[config.mk]
export PLATFORM = sky130hd
export DESIGN_NAME = data_mem_arbiter
export DESIGN_NICKNAME = d
export VERILOG_FILES = /design/src/rtl/data_mem_arbiter.sv
export SDC_FILE = /design/constraint.sdc
export NUM_CORES = 1
export LEC_CHECK = 0
export ABC_AREA = 1
export BUFFER_PORTS_ARGS = -buffer_cell sky130_fd_sc_hd__clkbuf_2
export CAP_MARGIN = 20
export CELL_PAD_IN_SITES_DETAIL_PLACEMENT = 1
export CELL_PAD_IN_SITES_GLOBAL_PLACEMENT = 2
export CORE_AREA = 2 2 229 231
export CTS_BUF_LIST = sky130_fd_sc_hd__clkbuf_4 sky130_fd_sc_hd__clkbuf_8
export DETAILED_ROUTE_END_ITERATION = 8
export DIE_AREA = 0 0 231 233
export GPL_ROUTABILITY_DRIVEN = 0
export GPL_TIMING_DRIVEN = 0
export PLACE_DENSITY = 0.74
export SETUP_SLACK_MARGIN = 0.3
export SLEW_MARGIN = 40
export SYNTH_ARGS = -nofsm -noshare
export SYNTH_HDL_FRONTEND = slang
export SYNTH_SLANG_ARGS = --single-unit
[constraint.sdc]
create_clock -name clk -period 4.5 [get_ports clk]
set_input_delay 0.225 -clock clk [delete_from_list [all_inputs] [get_ports clk]]
set_output_delay 0.225 -clock clk [all_outputs]
set_load 0.02 [all_outputs]
[src/rtl/data_mem_arbiter.sv]
// Two-port arbiter for the single-port data memory: port 0 (MEM stage) has
// priority, port 1 is forced through after MAX_WAIT consecutive denials.
module data_mem_arbiter #(
  parameter int Bits     = 64,
  parameter int MAX_WAIT = 4
) (
  input  logic            clk,
  input  logic            reset,
  input  logic            p0_req,
  input  logic            p0_we,
  input  logic [Bits-1:0] p0_addr,
  input  logic [Bits-1:0] p0_wdata,
  output logic            p0_gnt,
  output logic            p0_stall,
  output logic            p0_rvalid,
  output logic [Bits-1:0] p0_rdata,
  input  logic            p1_req,
  input  logic            p1_we,
  input  logic [Bits-1:0] p1_addr,
  input  logic [Bits-1:0] p1_wdata,
  output logic            p1_gnt,
  output logic            p1_rvalid,
  output logic [Bits-1:0] p1_rdata,
  output logic [Bits-1:0] mem_access_addr,
  output logic [Bits-1:0] mem_write_data,
  output logic            mem_write_en,
  output logic            mem_read,
  input  logic [Bits-1:0] mem_read_data
);

  typedef enum logic [1:0] {IDLE, P0, P1} owner_t;

  owner_t     owner, owner_nxt;
  logic [3:0] wait_cnt;
  logic       force1;
  logic       rd_q;

  always_comb begin
    force1          = p1_req && (wait_cnt == 4'(MAX_WAIT));
    // No grants while reset is high, so nothing reaches the memory.
    p1_gnt          = !reset && p1_req && (!p0_req || force1);
    p0_gnt          = !reset && p0_req && !p1_gnt;
    p0_stall        = !reset && p0_req && !p0_gnt;
    mem_access_addr = '0;
    mem_write_data  = '0;
    mem_write_en    = 1'b0;
    mem_read        = 1'b0;
    owner_nxt       = IDLE;
    if (p0_gnt) begin
      mem_access_addr = p0_addr;
      mem_write_data  = p0_wdata;
      mem_write_en    = p0_we;
      mem_read        = !p0_we;
      owner_nxt       = P0;
    end else if (p1_gnt) begin
      mem_access_addr = p1_addr;
      mem_write_data  = p1_wdata;
      mem_write_en    = p1_we;
      mem_read        = !p1_we;
      owner_nxt       = P1;
    end
  end

  always_ff @(posedge clk) begin
    if (reset) begin
      owner    <= IDLE;
      wait_cnt <= '0;
      rd_q     <= 1'b0;
      p0_rdata <= '0;
      p1_rdata <= '0;
    end else begin
      owner <= owner_nxt;
      rd_q  <= mem_read;
      if (p1_gnt || !p1_req)
        wait_cnt <= '0;
      else if (wait_cnt < 4'(MAX_WAIT))
        wait_cnt <= wait_cnt + 4'd1;
      // rdata holds until that port's next read
      if (p0_gnt && !p0_we) p0_rdata <= mem_read_data;
      if (p1_gnt && !p1_we) p1_rdata <= mem_read_data;
    end
  end

  // A read issued last cycle returns to whichever port owned the memory then.
  assign p0_rvalid = rd_q && (owner == P0);
  assign p1_rvalid = rd_q && (owner == P1);

endmodule

Word-level counts from Yosys, hierarchy flattened
Index checks and enable logic that the tools add are counted.
{"block": "word_totals", "reg_bits": 135, "in_bits": 326, "out_inout_bits": 263, "elab_cells": 42}
{"block": "op_classes", "add_sub_neg": 1, "magnitude_cmp": 1, "n_eq_ne": 3, "n_mux": 10, "n_reduce_logical": 21}
{"operator": "$mux W64", "count": 4}
{"operator": "$logic_and A1 B1 Y1", "count": 10}
{"operator": "$logic_not A1 Y1", "count": 7}
{"operator": "$mux W1", "count": 5}
{"operator": "$add A4 B1 Y4 const B", "count": 1}
{"operator": "$eq A4 B3 Y1 const B", "count": 1}
{"operator": "$lt A4 B3 Y1 const B", "count": 1}
{"operator": "$reduce_or A2 Y1", "count": 2}
{"operator": "$eq A2 B1 Y1 const B", "count": 1}
{"operator": "$eq A2 B2 Y1 const B", "count": 1}
{"operator": "$logic_or A1 B1 Y1", "count": 2}
{"operator": "$mux W2", "count": 1}

Logic depth before layout (Yosys ltp)
{"block": "depth", "word_depth": 8, "mapped_depth": 11, "mapped_depth_nobuf": 9}

Worst setup path before layout
OpenSTA, ideal clock, no wires.
{"block": "synth_path", "path_type": "flip-flop to output port", "start": "register wait_cnt[0]", "end": "output mem_access_addr[55]", "arrival_ns": 1.518, "required_ns": 4.275, "setup_slack_ns": 2.757, "path_stages_with_launch": 12, "n_path_buf": 2, "cell_sequence": "dfxtp_1 -> inv_1 -> ha_1 -> nand3_1 -> nand2_1 -> nand2_2 -> nand2_1 -> inv_2 -> buf_4 -> buf_4 -> nand2_1 -> nand2_1"}
{"block": "synth_between", "elab_chain_cells": 7, "word_cells_on_any_way": 8, "cone_classes": "eq/ne: 1; mux: 2; reduce/logical: 5"}
{"element": "start: declaration", "line": "34", "source": "logic [3:0] wait_cnt;"}
{"element": "start signal: assignment", "line": "77", "source": "wait_cnt <= wait_cnt + 4'd1;"}
{"element": "$eq A4 B3 Y1 *", "line": "39", "source": "force1 = p1_req && (wait_cnt == 4'(MAX_WAIT));"}
{"element": "$logic_and A1 B1 Y1 *", "line": "39"}
{"element": "$logic_or A1 B1 Y1 *", "line": "41", "source": "p1_gnt = !reset && p1_req && (!p0_req || force1);"}
{"element": "$logic_and A1 B1 Y1 *", "line": "41"}
{"element": "$logic_not A1 Y1", "line": "42", "source": "p0_gnt = !reset && p0_req && !p1_gnt;"}
{"element": "$logic_and A1 B1 Y1", "line": "42"}
{"element": "$mux W64 *", "line": "49", "source": "if (p0_gnt) begin"}
{"element": "end: declaration", "line": "24", "source": "output logic [Bits-1:0] mem_access_addr,"}
Mark *: on every way between the ends. The rest lies on a longest branch, timed or not.

Worst setup path in the final report
{"block": "layout_path", "start": "register wait_cnt[0]", "end": "output mem_access_addr[43]"}
Same word-level chain as after synthesis.

==> results.tsv <==
stage	metric	value	unit
logic_synthesis	yosys.area_share.adder	0.3317	%
final_layout	final_core_util	24.10	%
setup_path	cp_top_family	buffers and inverters	
min_path	hold_path.class	input port to flop	
power	ir_worst_vdd	0.1653	mV
power	p_sw	1.137	mW
final_layout	final_common_cell	clkbuf_2	
setup_path	crit_top_cell	nand2_1	
floorplan	core	0.05109	mm^2
floorplan	dieArea	0.05382	mm^2
floorplan	start_util	14.77	%
min_path	min_from	mem_read_data[0]	
sta	finalClockSkew	0.01163	ns
final_layout	drive_gt1_share	36.56	%
run	cap_viol_max_count	0	
routing	wl_per_cell	18.77	um
floorplan	placementRows	83	
logic_synthesis	yosys.area_share.simple	42.62	%
setup_path	slowest_stage	dfxtp_1	
setup_path	path_class	flop to output port	
setup_path	reg2reg_from	wait_cnt[0]$_SDFFE_PP0N_	
floorplan	chipHeight	233	um
clocking	clock-root-buffer	clkbuf_8	
power	powerDensity	259.6	mW/mm^2
logic_synthesis	yosys.area_share.xor_xnor	0.1161	%
routing	drc	0	
placement	dp_hpwl	41900	um
logic_synthesis	ys_types	18	
power	clkPwrFrac	33.9	%
routing	firstDrtPassIters	4	
clocking	cts_resized	0	
sta	hold_viol	0	
setup_path	cp.arrival	2.80	ns
clocking	hold_buffers	55	
logic_synthesis	muxShareOfSynthArea	0	%
global_route	track_usage	17.93	%
power	seq_power_share	39.4	%
setup_path	worstPathCellList	inv_1 -> ha_1 -> nand3_1 -> nand2_1 -> nand2_2 -> nand2_1 -> inv_2 -> buf_4 -> buf_2 -> nand2_1 -> nand2_1 -> clkbuf_2	
sta	finalCritPeriodShare	67.32	%
final_layout	seqCellArea	0.002703	mm^2
placement	portBuffers	588	
setup_path	cp_max_fo	10	
final_layout	multi_input_area	0.003586	mm^2
sta	layout_min_cycle_time	3.029	ns
logic_synthesis	synth.avg_cell_area	5.853	um^2
status	status	completed	
final_layout	fin_nets	2279	
global_route	first_global_vias	10700	
power	swShare	35.57	%
final_layout	final_cell_count_no_fill	2653	
final_layout	fill_cells	6712	
final_layout	layout_common_cells	clkbuf_2 (590), nand2_1 (582), inv_1 (162), dfxtp_1 (135), nor2_1 (74)	
logic_synthesis	synth_top_family_by_area	simple AND/OR/NAND/NOR gates	
clocking	cts_sinks	135	
logic_synthesis	syn_inst	1289	
power	total_power	3.197	mW
clocking	worstSkewPairLatency	0.48	ns
global_route	overflow	0	
logic_synthesis	ys_warn_count	0	
sta	rsz0062_at_grt	false	
sta	worst_hold_slack	0.06776	ns
sta	drv_slew	0	
logic_synthesis	syn_nets	1617	
final_layout	area_delta_synth_final	63.18	%
setup_path	end_kind	output port	
clocking	numCtsBuffers	17	
global_route	grt_max_degree	17	
sta	max_clock_freq	330.1	MHz
power	power_frac_comb	26.7	%
clocking	clk_pin_slew	0.09	ns
logic_synthesis	seq_area_frac_synth	35.82	%
global_route	antenna_found_initial	18	
floorplan	num_io_pins	589	
logic_synthesis	ys_ff_latch	135	
setup_path	cp_slowest_stage_delay	0.35	ns
routing	vias	10390	
placement	placed_cells	2557	
sta	maxSlewHeadroom	46.92	%
routing	ant_nets	0	
setup_path	startpoint	wait_cnt[0]$_SDFFE_PP0N_	
sta	finalSetupTns	0	ns
setup_path	path_buf_inv	5	
setup_path	worst_setup_path_start_kind	flop	
sta	setup_viol_count_final	0	
sta	worstMarginPinSlew	0.7962	ns
floorplan	die_w	231	um
power	power.leakage	7.050	nW
clocking	cts_tree	built	
logic_synthesis	synth_compound_area_share	4.461	%
setup_path	critPathRequiredTime	4.28	ns
routing	first_iter_violations	354	
logic_synthesis	netlist_area	0.007545	mm^2
clocking	cts_max_level	4	
routing	vias_per_cell	3.915	
power	internal-power	2.060	mW
clocking	cts_buffer_depth	2	
global_route	grt_pass1_wl	70370	um
routing	routed_wl	49790	um
clocking	cts_setup_buffers	0	
-- metal layers --
| layer | vias up | wire, um | track usage [%] |
|---|---|---|---|
| met5 | - | 13 | 0 |
| met4 | 2 | 771 | 4.758 |
| met3 | 43 | 3040 | 4.032 |
| met2 | 332 | 24810 | 32.09 |
| met1 | 4810 | 21150 | 21.45 |
| li1 | 5200 | - | - |
-- flip-flops by register name, indices dropped and copies added (netlist names) --
register  flops
owner         2
rd_q          1
p0_rdata     64
p1_rdata     64
wait_cnt      4
-- worst register-to-register path, cell delays in order, from the launching register on --
cell and delay (ns):
dfxtp_1 0.35, inv_1 0.07, ha_1 0.20, nand3_1 0.11, nand2_1 0.09, nand3_1 0.16
buf_2 0.41, buf_2 0.32, nand2_1 0.08, a21oi_1 0.16
-- power groups by stage --
stage	registers, mW	logic, mW	clock network [mW]
2_1_floorplan	1.34	0.360	0
3_3_place_gp	1.29	0.818	0
3_5_place_dp	1.29	0.826	0
4_1_cts	1.26	0.867	1.14
5_1_grt	1.27	0.937	1.18
6_report	1.26	0.854	1.08
-- cell usage after synthesis --
library cell / count / area, um^2
ha_1: 2 / 25.02
xor2_1: 1 / 8.760
nor2_2: 1 / 6.260
clkbuf_1: 24 / 90.09
nand3_1: 68 / 340.3
buf_2: 35 / 175.2
o22ai_1: 1 / 6.260
a21oi_1: 66 / 330.3
inv_2: 42 / 157.7
nand4_1: 64 / 400.4
nor2_1: 74 / 277.8
inv_1: 162 / 608.1
nand2_2: 1 / 6.260
dfxtp_1: 135 / 2703
buf_4: 5 / 37.54
nand2_1: 582 / 2185
buf_6: 12 / 135.1
buf_1: 14 / 52.55
-- through the flow --
stage / setup WS, ns / area (um^2)
2_1_floorplan: 2.757 / 7545
3_3_place_gp: 1.962 / 11340
3_5_place_dp: 1.938 / 11340
4_1_cts: 1.363 / 12290
5_1_grt: 1.210 / 12290
6_report: 1.471 / 12310
-- kinds of logic (layout without fill, tap and decap cells) --
logic type,Yosys count,after routing
AND/OR/NAND/NOR,790,790
buffers and inverters,294,969
flip-flops,135,135
AO/OA/AOI/OAI,67,67
adder cells (fa/ha/maj),2,2
XOR/XNOR,1,1
other,0,9
-- path summary, 6_finish.rpt --
path | endpoint | slack [ns] | depth (start not counted)
max | mem_access_addr[43] | 1.47 | 12
min | p1_rdata[0]$_SDFFE_PP0P_ | 0.07 | 3
max reg2reg | p1_rdata[35]$_SDFFE_PP0P_ | 2.48 | 9
min reg2reg | wait_cnt[3]$_SDFFE_PP0N_ | 0.46 | 2
-- cell type report --
| type | count | area share [%] |
|---|---|---|
| Multi-Input combinational cell | 860 | 29.13 |
| Buffer | 90 | 4.004 |
| Tap cell | 680 | 6.911 |
| Sequential cell | 135 | 21.95 |
| Clock buffer | 18 | 2.012 |
| Timing Repair Buffer | 643 | 28.37 |
| Antenna cell | 9 | 0.1829 |
| Inverter | 204 | 6.220 |
| Clock inverter | 14 | 1.220 |
No activity file was read; power rests on OpenSTA's default activity.
